## src/rtl/register_file_sb_pkg.sv

```systemverilog
// Shared types and defaults for the scoreboarded register file.
// Purely declarative; no timing and no flow control.
package regfile_pkg;

    localparam int XLEN_DEF  = 32;
    localparam int NREGS_DEF = 32;

    typedef logic [XLEN_DEF-1:0]          word_t;
    typedef logic [$clog2(NREGS_DEF)-1:0] reg_addr_t;

    // Architectural zero register: reads 0, never written, never busy.
    localparam int ZERO_REG = 0;

endpackage

```

## src/rtl/register_file_sb_if.sv

```systemverilog
// Decode/issue/writeback bundle for register_file_sb; master = pipeline, slave = regfile.
// Wires only; no latency and no backpressure of its own.
interface register_file_sb_if
    import regfile_pkg::*;
#(
    parameter int XLEN  = XLEN_DEF,
    parameter int NREGS = NREGS_DEF,
    parameter int NRD   = 2,
    localparam int AW   = $clog2(NREGS)
);

    logic [NRD-1:0][AW-1:0]     rd_addr;
    logic [NRD-1:0][XLEN-1:0]   rd_data;
    logic [NRD-1:0]             rd_busy;
    logic                       wr_en;
    logic [AW-1:0]              wr_addr;
    logic [XLEN-1:0]            wr_data;
    logic                       iss_en;
    logic [AW-1:0]              iss_addr;
    logic                       flush;
    logic                       any_busy;
    logic [NREGS-1:0][XLEN-1:0] regs_debug;

    modport master (
        output rd_addr, wr_en, wr_addr, wr_data, iss_en, iss_addr, flush,
        input  rd_data, rd_busy, any_busy, regs_debug
    );

    modport slave (
        input  rd_addr, wr_en, wr_addr, wr_data, iss_en, iss_addr, flush,
        output rd_data, rd_busy, any_busy, regs_debug
    );

endinterface

```

## src/rtl/register_file_sb_scoreboard.sv

```systemverilog
// Per-register pending-write scoreboard; busy updates one edge after issue/writeback/flush.
// No backpressure: every strobe is accepted on the edge it is presented.
module rf_scoreboard
    import regfile_pkg::*;
#(
    parameter int NREGS = NREGS_DEF,
    localparam int AW   = $clog2(NREGS)
) (
    input  logic             clk,
    input  logic             rst,
    input  logic             iss_en,
    input  logic [AW-1:0]    iss_addr,
    input  logic             wr_en,
    input  logic [AW-1:0]    wr_addr,
    input  logic             flush,
    output logic [NREGS-1:0] busy,
    output logic             any_busy
);

    logic [NREGS-1:0] busy_nxt;

    // Priority flush > issue > writeback: a younger issue must survive an
    // older producer's writeback to the same destination.
    always_comb begin
        busy_nxt = busy;
        busy_nxt[ZERO_REG] = 1'b0;
        for (int r = 1; r < NREGS; r++) begin
            if (flush) begin
                busy_nxt[r] = 1'b0;
            end else if (iss_en && (iss_addr == AW'(r))) begin
                busy_nxt[r] = 1'b1;
            end else if (wr_en && (wr_addr == AW'(r))) begin
                busy_nxt[r] = 1'b0;
            end
        end
    end

    always_ff @(posedge clk) begin
        if (rst) begin
            busy <= '0;
        end else begin
            busy <= busy_nxt;
        end
    end

    assign any_busy = |busy;

endmodule

```

## src/rtl/register_file_sb.sv

```systemverilog
// Register file with NRD combinational read ports, optional writeback bypass and busy scoreboard.
// Reads 0-cycle, write/busy visible next cycle; no backpressure, all strobes always accepted.
module register_file_sb
    import regfile_pkg::*;
#(
    parameter int XLEN   = XLEN_DEF,
    parameter int NREGS  = NREGS_DEF,
    parameter int NRD    = 2,
    parameter bit BYPASS = 1'b1,
    localparam int AW    = $clog2(NREGS)
) (
    input logic               clk,
    input logic               rst,
    register_file_sb_if.slave bus
);

    logic [NREGS-1:0][XLEN-1:0] regs;
    logic [NREGS-1:0]           busy;
    logic                       wr_live;

    assign wr_live = bus.wr_en && (bus.wr_addr != AW'(ZERO_REG));

    always_ff @(posedge clk) begin
        if (rst) begin
            regs <= '0;
        end else if (wr_live) begin
            regs[bus.wr_addr] <= bus.wr_data;
        end
    end

    rf_scoreboard #(
        .NREGS (NREGS)
    ) u_scoreboard (
        .clk      (clk),
        .rst      (rst),
        .iss_en   (bus.iss_en),
        .iss_addr (bus.iss_addr),
        .wr_en    (bus.wr_en),
        .wr_addr  (bus.wr_addr),
        .flush    (bus.flush),
        .busy     (busy),
        .any_busy (bus.any_busy)
    );

    for (genvar p = 0; p < NRD; p++) begin : g_rd_port
        logic [AW-1:0]   addr;
        logic            is_zero;
        logic            fwd;
        logic [XLEN-1:0] data;
        logic            pend;

        assign addr    = bus.rd_addr[p];
        assign is_zero = (addr == AW'(ZERO_REG));
        // wr_live already excludes x0, so forwarding never leaks into x0.
        assign fwd     = BYPASS && wr_live && (bus.wr_addr == addr);

        always_comb begin
            data = regs[addr];
            pend = busy[addr];
            if (is_zero) begin
                data = '0;
                pend = 1'b0;
            end else if (fwd) begin
                data = bus.wr_data;
                pend = 1'b0;
            end
        end

        assign bus.rd_data[p] = data;
        assign bus.rd_busy[p] = pend;
    end

    assign bus.regs_debug = regs;

endmodule

```

## src/flat_wrapper.sv

```systemverilog
// flat-port wrapper written by rule: the top's interface ports become plain ports
module register_file_sb_flat import regfile_pkg::*;
#(
    parameter int XLEN   = XLEN_DEF,
    parameter int NREGS  = NREGS_DEF,
    parameter int NRD    = 2,
    parameter bit BYPASS = 1'b1,
    localparam int AW    = $clog2(NREGS)
)
  (clk, rst, bus_rd_addr, bus_wr_en, bus_wr_addr, bus_wr_data, bus_iss_en, bus_iss_addr, bus_flush, bus_rd_data, bus_rd_busy, bus_any_busy, bus_regs_debug);
  register_file_sb_if #(.XLEN(XLEN), .NREGS(NREGS), .NRD(NRD)) bus_i ();
  input logic clk;
  input logic rst;
  input wire logic [$bits(bus_i.rd_addr)-1:0] bus_rd_addr;
  input wire logic [$bits(bus_i.wr_en)-1:0] bus_wr_en;
  input wire logic [$bits(bus_i.wr_addr)-1:0] bus_wr_addr;
  input wire logic [$bits(bus_i.wr_data)-1:0] bus_wr_data;
  input wire logic [$bits(bus_i.iss_en)-1:0] bus_iss_en;
  input wire logic [$bits(bus_i.iss_addr)-1:0] bus_iss_addr;
  input wire logic [$bits(bus_i.flush)-1:0] bus_flush;
  output wire logic [$bits(bus_i.rd_data)-1:0] bus_rd_data;
  output wire logic [$bits(bus_i.rd_busy)-1:0] bus_rd_busy;
  output wire logic [$bits(bus_i.any_busy)-1:0] bus_any_busy;
  output wire logic [$bits(bus_i.regs_debug)-1:0] bus_regs_debug;
  assign bus_i.rd_addr = bus_rd_addr;
  assign bus_i.wr_en = bus_wr_en;
  assign bus_i.wr_addr = bus_wr_addr;
  assign bus_i.wr_data = bus_wr_data;
  assign bus_i.iss_en = bus_iss_en;
  assign bus_i.iss_addr = bus_iss_addr;
  assign bus_i.flush = bus_flush;
  assign bus_rd_data = bus_i.rd_data;
  assign bus_rd_busy = bus_i.rd_busy;
  assign bus_any_busy = bus_i.any_busy;
  assign bus_regs_debug = bus_i.regs_debug;
  register_file_sb #(.XLEN(XLEN), .NREGS(NREGS), .NRD(NRD), .BYPASS(BYPASS)) u_core (.clk(clk), .rst(rst), .bus(bus_i));
endmodule
```

## config.mk

```make
export PLATFORM = sky130hd
export DESIGN_NAME = register_file_sb_flat
export DESIGN_NICKNAME = d
export VERILOG_FILES = /design/src/rtl/register_file_sb_pkg.sv /design/src/rtl/register_file_sb_if.sv /design/src/rtl/register_file_sb_scoreboard.sv /design/src/rtl/register_file_sb.sv /design/src/flat_wrapper.sv
export SDC_FILE = /design/constraint.sdc
export NUM_CORES = 2
export LEC_CHECK = 0
export ABC_AREA = 1
export CORE_AREA = 5 5 438 440
export DETAILED_ROUTE_END_ITERATION = 10
export DIE_AREA = 0 0 443 445
export GPL_ROUTABILITY_DRIVEN = 1
export PLACE_DENSITY_LB_ADDON = 0.2
export RECOVER_POWER = 100
export SETUP_SLACK_MARGIN = 0.1
export SLEW_MARGIN = 20
export SYNTH_ARGS = -nofsm -noshare
export SYNTH_HDL_FRONTEND = slang
export SYNTH_SLANG_ARGS = --single-unit
```

## constraint.sdc

```tcl
create_clock -name clk -period 2 [get_ports clk]
set_input_delay 0.3 -clock clk [delete_from_list [all_inputs] [get_ports clk]]
set_output_delay 0.3 -clock clk [all_outputs]
set_load 0.05 [all_outputs]
```

[After elaboration in Yosys (flattened, before gate mapping)]
Cells that the tools add are included.
Cells by class
  reduce and logical (&&, ||, !) cells: 102
  eq/ne operators: 64
  multiplexer cells: 81
  magnitude comparators: 4
Operator list (count)
  bitwise mux 1024 bit: 1
  binary-select mux 32 bit (select 5 bit): 2
  two-way mux 32 bit: 7
  demux 32 bit (select 5 bit): 1
  equality test 5 bit, second input constant: 32
  equality test 5 x 4 -> 1 bit, second input constant: 16
  two-way mux 1 bit: 68
  logical AND 1 bit: 66
  nonzero test 2 bit: 31
  equality test 5 x 3 -> 1 bit, second input constant: 8
  OR reduction 32 bit: 1
  equality test 5 x 2 -> 1 bit, second input constant: 4
  < comparator 5 x 6 -> 1 bit, second input constant: 3
  binary-select mux 1 bit (select 5 bit): 2
  equality test 5 x 1 -> 1 bit, second input constant: 2
  equality test 5 bit: 2
  logical NOT 5 bit: 2
  greater-or-equal comparator 5 x 1 -> 1 bit, second input constant: 1
  nonzero test 5 bit: 1
  OR reduction 2 bit: 1
Word-level totals
  input bits: 57
  word-level logic and storage cells: 315
  flip-flop bits (word level): 1056
  output and inout port bits: 1091

[Logic depth before layout (Yosys ltp)]
  depth after elaboration: 5
  gate-level depth with buffers: 13
  depth with buffers taken out: 11

[Cells and area by module]
Synthesis repeated with hierarchy kept, for this count alone.
Unflattened totals
  cells, all modules: 8719
  area total of the unflattened synthesis: 58607.5 um^2
By module, submodules not included
  register_file_sb: sequential area each 20499.7 um^2, cells an instance 8480, area each 56904.6 um^2, times used 1
  rf_scoreboard: sequential area each 620.6 um^2, cells an instance 239, area each 1702.9 um^2, times used 1

[Least setup slack after synthesis]
OpenSTA, ideal clock, no wires.
  path kind: input-to-output
  from: in bus_rd_addr[0]
  to: out bus_rd_data[24]
  slack: -44 ps
  data required time: 1700 ps
  buffers on the path: 4
  data arrival time: 1744 ps
  stages on the path: 10
  path through: buf_4 buf_4 buf_2 clkbuf_1 o211ai_1 nand3_1 nand3_1 nand3_1 nand3_1 nand2_1
Between the ends
  word-level cells in the longest chain between the ends: 4
  elaborated cells on any way between the ends: 7
  classes of those cells: eq/ne (1); mux (4); reduce/logical (2)
Ends and longest elaborated chain
  start: declaration: RTL line flat_wrapper.sv:14  | input wire logic [$bits(bus_i.rd_addr)-1:0] bus_rd_addr;
  binary-select mux 32 bit (select 5 bit) or equality test 5 bit (tied branches): RTL line register_file_sb.sv:58, register_file_sb.sv:55
  two-way mux 32 bit (not written as such) or logical AND 1 bit (tied branches): RTL line register_file_sb.sv:58, register_file_sb.sv:55
  two-way mux 32 bit: RTL line register_file_sb.sv:63  | end else if (fwd) begin
  two-way mux 32 bit (*): RTL line register_file_sb.sv:60  | if (is_zero) begin
  end: declaration: RTL line flat_wrapper.sv:21  | output wire logic [$bits(bus_i.rd_data)-1:0] bus_rd_data;
Every way passes the cells marked *; elsewhere a longest branch is shown, timed or not. The select of a mux whose other input is x is not followed.

[Final worst setup path]
  from: reg u_core.regs, in the netlist u_core.bus.regs_debug[479]
  to: out bus_rd_data[31]
Between the ends
  word-level cells in the longest chain between the ends: 4
Ends and longest elaborated chain
  start: declaration: RTL line register_file_sb.sv:17  | logic [NREGS-1:0][XLEN-1:0] regs;
  start signal: indexed assignment: RTL line register_file_sb.sv:27  | regs[bus.wr_addr] <= bus.wr_data;
  binary-select mux 32 bit (select 5 bit): RTL line register_file_sb.sv:58  | data = regs[addr];
  two-way mux 32 bit (not written as such): RTL line register_file_sb.sv:58
  two-way mux 32 bit: RTL line register_file_sb.sv:63
  two-way mux 32 bit: RTL line register_file_sb.sv:60
Every way passes these cells. The select of a mux whose other input is x is not followed.

==> impl_metrics.csv <==
group,metric,value,unit
outcome,status,"finished with violations",
outcome,violations,"max-capacitance violations, max-slew violations, negative setup slack",
placement,placed_cells,13100,
power,clkPwrFrac,0.420,
critical_path,setup.worst_path.start,"u_core.bus.regs_debug[479]$_SDFFE_PP0P_",
die,initial_core_util,0.304,
route,drt_iter0_drc,10100,
power,ir_worst_vdd,0.000822,V
logic_synthesis,synth_edf_count,0,
power,swShare,0.328,
critical_path,worstPathArrival,2.45,ns
logic_synthesis,yosysTopAreaCellShare,0.371,
route,route.detailed.drc,0,
critical_path,reg2reg_depth,4,
power,switching_power,20.1,mW
hold_path,min_path_type,"primary input to flip-flop",
power,combPwrFrac,0.230,
logic_synthesis,syn_nets,8846,
global_route,grt_overflow,0,
route,via_per_inst,5.80,
route,avgRoutedWirePerCell,33.3,um
final_layout,layout_commonest_cell,"buf_4",
die,die_h,445,um
power,p_leak,38.6,nW
logic_synthesis,avgSynthCellArea,6.48,um2
cts,cts_buffer_depth,3,
sta,period_needed,2.75,ns
final_layout,final_cells,13500,
job,maxCapViolCount,2,
critical_path,critPathMaxFanout,4,
logic_synthesis,syn_area,56900,um2
placement,port-buffer-count,1147,
die,placementRows,159,
critical_path,cp_data_required_time,1.70,ns
sta,setup-violations-final,1011,
hold_path,holdPathStages,3,
die,io_pins,1148,
power,internal_power,41.2,mW
logic_synthesis,yosysSeqAreaShare,0.371,
sta,fin_crit_sh,1.38,
die,dieArea,197000,um2
die,fp.dieW,443,um
critical_path,crit_type,"flip-flop to output port",
global_route,antenna_found_initial,26,
logic_synthesis,yosys.area.top_type,"dfxtp_1",
critical_path,r2r-start,"u_core.bus.regs_debug[282]$_SDFFE_PP0P_",
cts,htreeDepth,4,
sta,setup_ws,-0.753,ns
placement,hpwl,340,mm
logic_synthesis,synth_area_leaders,"dfxtp_1 37%, a21oi_1 14%, o21ai_0 11%",
power,p_per_area,657,nW/um2
placement,gp_congestion,1.07,
logic_synthesis,ys_ff_latch,1055,
final_layout,finalNetCount,11000,
route,firstDrtPassIters,7,
cts,cts_tree,"built",
logic_synthesis,synthArstFlopShare,0,
global_route,grtUsageTotal,0.431,
die,fp.coreArea,187000,um2
global_route,grt_pass1_vias,71800,
route,ant_nets,0,
cts,cts_sinks,1055,
critical_path,timing.rr.end,"u_core.bus.regs_debug[282]$_SDFFE_PP0P_",
power,power.share.sequential,0.349,
sta,fmax,363,MHz
logic_synthesis,synthFlopType,"dfxtp_1",
critical_path,r2r_setup_slack,1.04,ns
cts,cts.root.buffer_cell,"clkbuf_16",
critical_path,end_kind,"output port",
global_route,grt_pass1_wl,603,mm
critical_path,crit_end,"bus_rd_data[31]",
cts,clk_latency,0.81,ns
sta,grt_setup_unrepaired,"yes",
global_route,grt_max_degree,115,
sta,slew_headroom,-0.218,
logic_synthesis,ys_warn_count,0,
sta,finClkSkew,0,ns
sta,hold_viol,0,
critical_path,start_kind,"flip-flop",
sta,setup-tns-final,-181.37,ns
final_layout,area_growth,64.0,%
logic_synthesis,syn-instance-count,8789,
final_layout,final_cell_mix,"1750 x buf_4, 1391 x a21oi_1, 1259 x nand2_1, 1043 x o21ai_0, 747 x nand3_1",
cts,cts_buffers,135,
logic_synthesis,synth_cell_types,27,
sta,tightest_slew,1.83,ns
cts,clk_pin_slew,0.06,ns
sta,slew_viol_final,207,
final_layout,layout-drive-gt1-share,0.418,
route,vias,78300,
route,routed_wl,450,mm
==> cells in the mapped netlist (7+ instances only) <==
cell and number:
a21oi_1 1549, nand2_1 1429, o21ai_0 1299, nand3_1 1155, dfxtp_1 1055, inv_1 742, clkbuf_1 555, o211ai_1 320
nor2_1 251, buf_2 248, buf_1 78, o21ai_1 29, inv_2 17, buf_4 10, nor2_4 8, nor2_2 7
nor4_1 7
==> kinds of logic (layout without fill, tap and decap cells) <==
group,Yosys count,after routing,synth area share
other,0,8,0
AOI/OAI and AO/OA,3199,3199,0.295
DFF,1055,1055,0.371
buffers and inverters,1653,3867,0.115
and+or+nand+nor,2876,2876,0.218
xor gates and xnor gates,6,6,0.000923
==> what timing repair did <==
| action | CTS | global route |
|---|---|---|
| hold endpoints to repair | 46 | 0 |
| resized for setup | 4326 | 822 |
| buffers inserted | 90 | 91 |
| hold buffers | 12 | 0 |
| gates cloned | 4 | 2 |
| endpoints found under the setup margin | 773 | 110 |
| pin swaps | 312 | 393 |
==> per-layer routing <==
metal / vias to the layer above / GRT usage / wire length, um
met5: - / 0 / 60
met4: 8 / 0.374 / 48700
met1: 37900 / 0.521 / 169000
met3: 1323 / 0.0959 / 41800
li1: 34100 / - / -
met2: 5070 / 0.645 / 191000
==> critical path, stage by stage, from the launching register on <==
cell      delay (ns)
dfxtp_2         0.33
o211ai_1        0.27
nand3_4         0.26
buf_12          0.21
nand3_4         0.14
nand3_4         0.13
nand3_4         0.10
nand2_4         0.05
buf_12          0.14
==> metrics by stage <==
step | total power [mW] | cell area (um2) | hold slack (ns) | setup slack (ns) | util
final | 61.4 | 93400 | 0.0572 | -0.753 | 0.499
after global routing | 62.6 | 93300 | 0.0254 | -0.780 | 0.499
after CTS | 60.8 | 90800 | 0.00145 | -0.729 | 0.485
after detailed placement | 34.4 | 82900 | 0.437 | -1.01 | 0.443
after global placement | 34.3 | 82900 | 0.428 | -1.02 | 0.443
after floorplan | 27.5 | 57300 | 0.452 | 0.0765 | -
==> state kept, by name, indices dropped and copies added, names as in the netlist <==
register,count
u_core.bus.regs_debug,1024
u_core.u_scoreboard.busy,31
==> worst min-delay path by stage <==
stage                                                        start                                        to  slack [ns]
after CTS                                          bus_wr_data[26]   u_core.bus.regs_debug[986]$_SDFFE_PP0P_       0.001
after global placement      u_core.bus.regs_debug[23]$_SDFFE_PP0P_    u_core.bus.regs_debug[23]$_SDFFE_PP0P_        0.43
after global routing                               bus_wr_data[14]    u_core.bus.regs_debug[46]$_SDFFE_PP0P_        0.03
after detailed placement    u_core.bus.regs_debug[13]$_SDFFE_PP0P_    u_core.bus.regs_debug[13]$_SDFFE_PP0P_        0.44
final                                              bus_wr_data[14]    u_core.bus.regs_debug[46]$_SDFFE_PP0P_        0.06
after floorplan           u_core.u_scoreboard.busy[9]$_SDFFE_PP0P_  u_core.u_scoreboard.busy[9]$_SDFFE_PP0P_        0.45
==> area by class of cell <==
class                      count  area (um2)
clock buffer                 196        3940
inverter                     762        2980
timing repair buffer        2866       26500
multi-input combinational   6081       34400
sequential                  1055       21800
antenna                        8        20.0
tap                         2495        3120
clock inverter                43         548
fill                       18600       93800
==> power groups by stage <==
stage                     registers, mW  clock network, mW  logic (mW)
after floorplan                    22.7                  0        4.86
after global placement             21.9                  0        12.4
after detailed placement           21.9                  0        12.4
after CTS                          21.5               25.9        13.4
after global routing               21.4               26.7        14.4
final                              21.4               25.8        14.1
No activity file was read; power rests on OpenSTA's default activity.
